===== src/rtl/pipe_pkg.sv =====
// Shared definitions for the pipeline stage registers: NOP control encoding,
// holding-state enum, and the field layout of the ID/EX payload.
package pipe_pkg;

   localparam int PAYLOAD_W_DEF = 128;
   localparam int CTRL_W_DEF    = 9;
   localparam int PERF_W_DEF    = 16;

   // All-zero control decodes as a NOP/bubble in every downstream stage.
   localparam logic [CTRL_W_DEF-1:0] CTRL_NOP = '0;

   // Holding state of a stage register; the encoding doubles as occupancy.
   typedef enum logic [1:0] {
      EMPTY = 2'd0,
      ONE   = 2'd1,
      FULL  = 2'd2
   } stage_state_e;

   // ID/EX payload field types.
   typedef logic [31:0] rd_data_t;
   typedef logic [31:0] lw_offset_t;
   typedef logic [15:0] ic_fields_t;
   typedef logic [4:0]  reg_num_t;

   // ID/EX payload layout; 32+32+32+16+5+5+5+1 = 128 bits.
   typedef struct packed {
      rd_data_t   rd1;
      rd_data_t   rd2;
      lw_offset_t lw_offset;
      ic_fields_t ic;
      reg_num_t   rs;
      reg_num_t   rt;
      reg_num_t   rd;
      logic       check_lw;
   } id_ex_payload_t;

   // Number of entries held in a given state.
   function automatic logic [1:0] occupancy_of(input stage_state_e st);
      unique case (st)
         EMPTY:   occupancy_of = 2'd0;
         ONE:     occupancy_of = 2'd1;
         FULL:    occupancy_of = 2'd2;
         default: occupancy_of = 2'd0;
      endcase
   endfunction

endpackage


===== src/rtl/pipe_stage_reg_sat_counter.sv =====
// Saturating up-counter used for the optional stage performance counters.
module pipe_sat_counter #(
   parameter int WIDTH = 16
) (
   input  logic             clk,
   input  logic             rst_n,
   input  logic             inc,
   output logic [WIDTH-1:0] count
);

   // Count up on inc, sticking at all-ones instead of wrapping.
   always_ff @(posedge clk or negedge rst_n) begin
      if (!rst_n) begin
         count <= '0;
      end else if (inc && (count != '1)) begin
         count <= count + WIDTH'(1);
      end
   end

endmodule


===== src/rtl/pipe_stage_reg.sv =====
// Pipeline stage register with valid/ready handshake, 2-entry skid buffer,
// flush-to-bubble and asynchronous active-low reset.
// Optional performance counters (stall_cycles, flush_count) are built only
// when the macro PIPE_STAGE_PERF_EN is defined.
module pipe_stage_reg
   import pipe_pkg::*;
#(
   parameter int PAYLOAD_W = 128,
   parameter int CTRL_W    = 9,
   parameter int PERF_W    = 16
) (
   input  logic                 clk,
   input  logic                 rst_n,
   input  logic                 in_valid,
   output logic                 in_ready,
   input  logic [CTRL_W-1:0]    in_ctrl,
   input  logic [PAYLOAD_W-1:0] in_payload,
   input  logic                 flush,
   output logic                 out_valid,
   input  logic                 out_ready,
   output logic [CTRL_W-1:0]    out_ctrl,
   output logic [PAYLOAD_W-1:0] out_payload,
   output logic [1:0]           occupancy
`ifdef PIPE_STAGE_PERF_EN
   ,
   output logic [PERF_W-1:0]    stall_cycles,
   output logic [PERF_W-1:0]    flush_count
`endif
);

   // Reject meaningless widths at elaboration time.
   if (PAYLOAD_W < 1 || CTRL_W < 1 || PERF_W < 1) begin : g_bad_width
      $error("pipe_stage_reg: PAYLOAD_W, CTRL_W and PERF_W must be >= 1");
   end

   stage_state_e state, state_nxt;

   logic [CTRL_W-1:0]    main_ctrl, skid_ctrl;
   logic [PAYLOAD_W-1:0] main_payload, skid_payload;

   logic in_xfer, out_xfer;
   logic load_main_in, load_main_skid, load_skid;

   // in_ready and out_valid come straight from the state register, so
   // neither depends combinationally on the opposite side's handshake.
   assign in_ready  = (state != FULL);
   assign out_valid = (state != EMPTY);
   assign occupancy = occupancy_of(state);

   assign in_xfer  = in_valid && in_ready;
   assign out_xfer = out_valid && out_ready;

   // Main register feeds the outputs; control is forced to NOP while empty,
   // payload keeps its last value.
   assign out_ctrl    = out_valid ? main_ctrl : CTRL_W'(CTRL_NOP);
   assign out_payload = main_payload;

   // State register.
   always_ff @(posedge clk or negedge rst_n) begin
      if (!rst_n) begin
         state <= EMPTY;
      end else begin
         state <= state_nxt;
      end
   end

   // Next state and register load selects; flush beats any transfer.
   always_comb begin
      state_nxt      = state;
      load_main_in   = 1'b0;
      load_main_skid = 1'b0;
      load_skid      = 1'b0;
      if (flush) begin
         state_nxt = EMPTY;
      end else begin
         unique case (state)
            EMPTY: begin
               if (in_xfer) begin
                  state_nxt    = ONE;
                  load_main_in = 1'b1;
               end
            end
            ONE: begin
               unique case ({in_xfer, out_xfer})
                  2'b11: begin
                     state_nxt    = ONE;
                     load_main_in = 1'b1;
                  end
                  2'b10: begin
                     state_nxt = FULL;
                     load_skid = 1'b1;
                  end
                  2'b01: state_nxt = EMPTY;
                  default: state_nxt = ONE;
               endcase
            end
            FULL: begin
               if (out_xfer) begin
                  state_nxt      = ONE;
                  load_main_skid = 1'b1;
               end
            end
            default: state_nxt = EMPTY;
         endcase
      end
   end

   // Main entry: loads from input or promotes the skid entry (FIFO order).
   always_ff @(posedge clk or negedge rst_n) begin
      if (!rst_n) begin
         main_ctrl    <= '0;
         main_payload <= '0;
      end else if (load_main_in) begin
         main_ctrl    <= in_ctrl;
         main_payload <= in_payload;
      end else if (load_main_skid) begin
         main_ctrl    <= skid_ctrl;
         main_payload <= skid_payload;
      end
   end

   // Skid entry: catches the incoming entry while downstream stalls.
   always_ff @(posedge clk or negedge rst_n) begin
      if (!rst_n) begin
         skid_ctrl    <= '0;
         skid_payload <= '0;
      end else if (load_skid) begin
         skid_ctrl    <= in_ctrl;
         skid_payload <= in_payload;
      end
   end

`ifdef PIPE_STAGE_PERF_EN
   pipe_sat_counter #(.WIDTH(PERF_W)) u_stall_cnt (
      .clk   (clk),
      .rst_n (rst_n),
      .inc   (out_valid && !out_ready),
      .count (stall_cycles)
   );

   pipe_sat_counter #(.WIDTH(PERF_W)) u_flush_cnt (
      .clk   (clk),
      .rst_n (rst_n),
      .inc   (flush),
      .count (flush_count)
   );
`endif

endmodule


===== config.mk =====
export PLATFORM = sky130hd
export DESIGN_NAME = pipe_stage_reg
export DESIGN_NICKNAME = d
export VERILOG_FILES = /design/src/rtl/pipe_pkg.sv /design/src/rtl/pipe_stage_reg_sat_counter.sv /design/src/rtl/pipe_stage_reg.sv
export SDC_FILE = /design/constraint.sdc
export NUM_CORES = 1
export LEC_CHECK = 0
export ABC_CLOCK_PERIOD_IN_PS = 2100
export CAP_MARGIN = 20
export CORE_MARGIN = 2
export CORE_UTILIZATION = 46
export CTS_BUF_LIST = sky130_fd_sc_hd__clkbuf_2
export CTS_CLUSTER_DIAMETER = 50
export DETAILED_ROUTE_END_ITERATION = 7
export MAX_ROUTING_LAYER = met4
export PLACE_DENSITY = 0.86
export SLEW_MARGIN = 20
export SYNTH_ARGS = -nofsm -noshare
export SYNTH_HDL_FRONTEND = slang
export SYNTH_HIERARCHICAL = 1
export SYNTH_SLANG_ARGS = --single-unit
export TNS_END_PERCENT = 100

===== constraint.sdc =====
create_clock -name clk -period 2.1 [get_ports clk]
set_clock_uncertainty 0.2 [all_clocks]
set_input_delay 0.315 -clock clk [delete_from_list [all_inputs] [get_ports clk]]
set_output_delay 0.315 -clock clk [all_outputs]
set_load 0.05 [all_outputs]

Word level (Yosys, flattened, before mapping). Cells that the tools add are included.

Muxes and demuxes: 21. Equal/unequal tests: 8. Reduce and logical (&&, ||, !) cells: 6.

Operators by type and width (number): 128-bit two-way mux (2); 9-bit two-way mux (3); 1-bit two-way mux (9); 2-bit case mux with 2 select lines (2); 2-bit equality test, second input constant (3); 2-bit two-way mux (3); 3-bit inequality test, second input constant (2); 2-bit case mux with 3 select lines (1); 2-bit by 1-bit equality test with 1-bit output, second input constant (2); 2-bit nonzero test (2); 1-bit logical AND (2); 2-bit zero test (1); 2-bit inequality test, second input constant (1); 1-bit case mux with 2 select lines (1); 2-bit AND reduction (1).

Register bits: 276. Input bits: 142. Output and inout bits: 141. Logic and storage cells: 40.

Depth between registers and ports, before layout.
Depth after elaboration: 7. Depth in mapped cells: 8. Depth with buffers taken out: 7.

Least setup slack after synthesis. No wires, ideal clock.

Path type: register -> register. From: register state[1]. To: register skid_ctrl[0]. Path buffers: 2. Arrival: 2.992 ns. Data required time: 1.772 ns. Path slack: -1.220 ns. Cell stages (with the launch flop): 9. Setup time: 0.128 ns. Clock period less this slack: 3.320 ns. Cells stage by stage: dfrtp_1 nor2b_1 inv_1 and2_1 ha_1 and3b_1 buf_4 buf_4 mux2_1.

Longest elaborated chain between the ends: 6. Elaborated cells between the ends (all ways): 9. Classes of those cells: 3 x eq/ne; 3 x mux; 3 x reduce/logical.

RTL lines: start: declaration (line pipe_stage_reg.sv:36) `stage_state_e state, state_nxt;`; start signal: assignment (line pipe_stage_reg.sv:63) `state <= state_nxt;`; 2-bit inequality test (line pipe_stage_reg.sv:46) `assign in_ready = (state != FULL);`; named net in_ready (line pipe_stage_reg.sv:15) `output logic in_ready,`; 1-bit logical AND (line pipe_stage_reg.sv:50) `assign in_xfer = in_valid && in_ready;`; 2-bit equality test (line pipe_stage_reg.sv:84) `unique case ({in_xfer, out_xfer})`; 1-bit two-way mux (line pipe_stage_reg.sv:84); 1-bit two-way mux (line pipe_stage_reg.sv:76) `unique case (state)`; 1-bit two-way mux (line pipe_stage_reg.sv:73) `if (flush) begin`; end signal: assignment (line pipe_stage_reg.sv:128) `skid_ctrl <= in_ctrl;`; end: declaration (line pipe_stage_reg.sv:38) `logic [CTRL_W-1:0] main_ctrl, skid_ctrl;`.

The timed path passes the listed nets, and every way through them passes these cells. A chain may end at the register's enable or synchronous reset.

Final worst setup path.
From: register state[0]. To: register skid_payload[102].

Longest elaborated chain between the ends: 6. Elaborated cells between the ends (all ways): 9. Classes of those cells: 3 x eq/ne; 3 x mux; 3 x reduce/logical.

RTL lines: 2-bit inequality test / 2-bit nonzero test (equally long branches) (line pipe_stage_reg.sv:46, pipe_stage_reg.sv:47); 1-bit logical AND, on equally long branches (line pipe_stage_reg.sv:50, pipe_stage_reg.sv:51); 2-bit equality test (line pipe_stage_reg.sv:84); 1-bit two-way mux (line pipe_stage_reg.sv:84); 1-bit two-way mux * (line pipe_stage_reg.sv:76); 1-bit two-way mux * (line pipe_stage_reg.sv:73); end signal: assignment (line pipe_stage_reg.sv:129) `skid_payload <= in_payload;`; end: declaration (line pipe_stage_reg.sv:39) `logic [PAYLOAD_W-1:0] main_payload, skid_payload;`.

Mark *: on every way between the ends. The rest lies on a longest branch, timed or not.

==> results.yml <==
grt:
  grt.overflow.total: 0
  grt_pass1_vias: 10424
  grt_start_max_net_pins: 70
  grt_pass1_wl_um: 57300
  grt_usage_pct: 29.2
  antenna_found_initial: 1
routing:
  antenna_left: 0
  drt_iter0_markers: 645
  drt-total-wl_um: 39900
  first_pass_iters: 6
  vias: 9615
  wl_per_cell_um: 23.7
  viasPerCell: 5.71
  post-route-drc-count: 0
pwr:
  p_clk_share_pct: 20.7
  power.leakage_nw: 8.30
  peakVddDrop_mv: 0.621
  power_density_nw_per_um2: 969
  pwr-share-comb_pct: 34.6
  sw_frac_of_total_pct: 37.0
  p_int_mw: 10.9
  seqPwrFrac_pct: 44.7
  power.switching_mw: 6.39
worst_setup_path:
  r2r-end: "skid_payload[102]"
  crit_path_end_kind: "register"
  crit_start: "state[0]"
  worstPathArrival_ns: 2.96
  cpLargestDelayFamily: "simple AND/OR/NAND/NOR gates"
  critPathBufInv: 4
  critPathMaxFanout: 8
  crit_cells: 9
  endpoint: "skid_payload[102]"
  cp_data_required_time_ns: 2.58
  crit_path_cell_trace: "nor2_4, inv_1, nand2_2, ha_4, and3b_4, buf_12, buf_6, buf_16, mux2_2"
  cp_slowest_stage_delay_ns: 0.49
  ff2ff_setup_slack_ns: -0.37
  reg2reg_depth: 9
  cp-start-kind: "register"
  slowest_stage: "dfrtp_2"
  path_class: "reg2reg"
  reg2reg_from: "state[0]"
clock_network:
  cts_tree: "done"
  clock_path_buffers: 3
  clock_sinks: 276
  clkSlewWorstSetupHoldPaths_ns: 0.12
  cts-root-buf: "clkbuf_2"
  numCtsBuffers: 70
  ctsHtreeMaxLevel: 3
  insertion_delay_ns: 0.82
yosys:
  synth-seq-cells: 276
  synth-warning-count: 6
  syn_nets: 917
  avgSynthCellArea_um2: 14.5
  synth.distinct_cells: 21
  synthCells: 774
  synth_area_um2: 11200
  ys_seq_area_share_pct: 61.6
sta:
  fin_crit_ns: 2.47
  final_max_slew_viol_count: 0
  max_freq_ghz: 0.405
  tightest_slew_ns: 0.588
  finalCritPeriodShare_pct: 118
  max_slew_margin_pct: 60.8
  setup_viol: 286
  finalWorstSetupSlack_ns: -0.371
  rsz0062_at_grt: "yes"
  hold_violations: 0
  hold-worst-slack_ns: 0.105
placement:
  place_hpwl_um: 19400
  place.port_buffers: 282
  gp_congestion: 0.808
  placed_area_um2: 14800
floorplanning:
  rows: 57
  die_area_um2: 25600
  core_um2: 24100
  start_util_pct: 46.5
  die_x_um: 160
  ios: 283
  die_h_um: 160
cells_and_area:
  drive_above_1_share_pct: 37.8
  final_cell_mix: "dfrtp_1, dlygate4sd3_1, clkdlybuf4s50_1"
  finalNetCount: 1462
  area_growth_pct: 59.0
  layout_commonest_cell: "dfrtp_1"
  design_area_um2: 17800
min_path:
  hp-class: "in2reg"
  hold_depth: 3
status:
  status: "finished, violations left"
  violations: "setup timing"
run:
  maxCapViolations: 0
## layer usage
layer	vias up	routed length [um]	track usage [%]
met3	128	2760	6.88
li1	4015	-	-
met1	4926	15300	34.2
met4	0	1510	12.0
met2	546	20300	48.7
met5	-	0	-
## cell usage after synthesis
cell       count  area [um2]
ha_1           1        12.5
and3_1         1        6.26
a2bb2oi_1      2        17.5
and2_1       135         845
inv_1          2        7.51
nand2b_1       1        6.26
a221o_1      134        1340
and4bb_1       1        12.5
dfrtp_1      276        6910
nand2_1        1        3.75
nor2_1         4        15.0
mux2i_1        1        10.0
and3b_1        1        8.76
buf_2         22         110
clkbuf_1      21        78.8
a31oi_4        1        21.3
mux2_1        78         878
nor2b_1       10        62.6
buf_4         16         120
mux2_2        65         732
nor2b_2        1        8.76
## how the worst min path moves through the flow
stage / start / endpoint / slack (ns)
floorplan: rst_n / main_ctrl[0] / -0.18
global placement: rst_n / out_payload[48] / 0.12
detailed placement: rst_n / out_payload[48] / 0.12
CTS: out_ready / state[1] / 0.007
global route: out_ready / state[1] / 0.06
finish: out_ready / state[1] / 0.11
## tightest hold or removal path: cells and delay by family
kind                   cells  cell delay, ns
AOI/OAI and AO/OA          1            0.18
and+or+nand+nor            1            0.09
buffers and inverters      1            0.51
## stage by stage
| stage | power (mW) | util [%] | cells | setup TNS (ns) | setup WS (ns) |
|---|---|---|---|---|---|
| 4_1_cts | 16.7 | 71.9 | 1663 | -31.12 | -0.320 |
| 3_3_place_gp | 12.5 | 61.2 | 1378 | -53.25 | -0.247 |
| 6_report | 17.3 | 73.9 | 1685 | -55.11 | -0.371 |
| 5_1_grt | 17.9 | 73.9 | 1685 | -61.45 | -0.412 |
| 2_1_floorplan | 10.6 | - | 774 | -71.42 | -0.555 |
| 3_5_place_dp | 12.7 | 61.2 | 1378 | -58.61 | -0.281 |
## repair_timing
item,CTS,global route
buffers inserted,16,14
hold buffers,141,0
endpoints found under the setup margin,259,301
gates cloned,15,14
gates resized for setup,728,62
endpoints found under the hold margin,552,0
pin swaps,2,3
## state kept, by name, indices dropped and copies added (netlist names)
name          flops
skid_ctrl         9
state             2
skid_payload    128
out_payload     128
main_ctrl         9
## power groups by stage
stage / combinational (mW) / sequential, mW / clock [mW]
after detailed placement: 5.09 / 7.62 / 0
after CTS: 5.62 / 7.56 / 3.54
after global routing: 6.20 / 7.84 / 3.88
after floorplan: 1.55 / 9.09 / 0
after global placement: 4.94 / 7.54 / 0
final: 5.97 / 7.72 / 3.57
## cell families after synthesis
family,Yosys count,synth area share (%)
fa+ha+maj,1,0.112
simple gates,155,8.64
flops,276,61.6
compound gates,137,12.3
buf+inv,61,2.83
mux,144,14.5
## cell type report
| class | instances | area, um2 |
|---|---|---|
| diodes | 1 | 2.50 |
| clock buffers | 94 | 470 |
| clock inverters | 19 | 98.8 |
| fillers | 1453 | 6290 |
| inverters | 2 | 7.51 |
| multi-input cells | 437 | 4460 |
| flip-flops and latches | 276 | 6910 |
| well taps | 324 | 405 |
| repair buffers | 532 | 5460 |
Power figures use the tool's default switching activity.
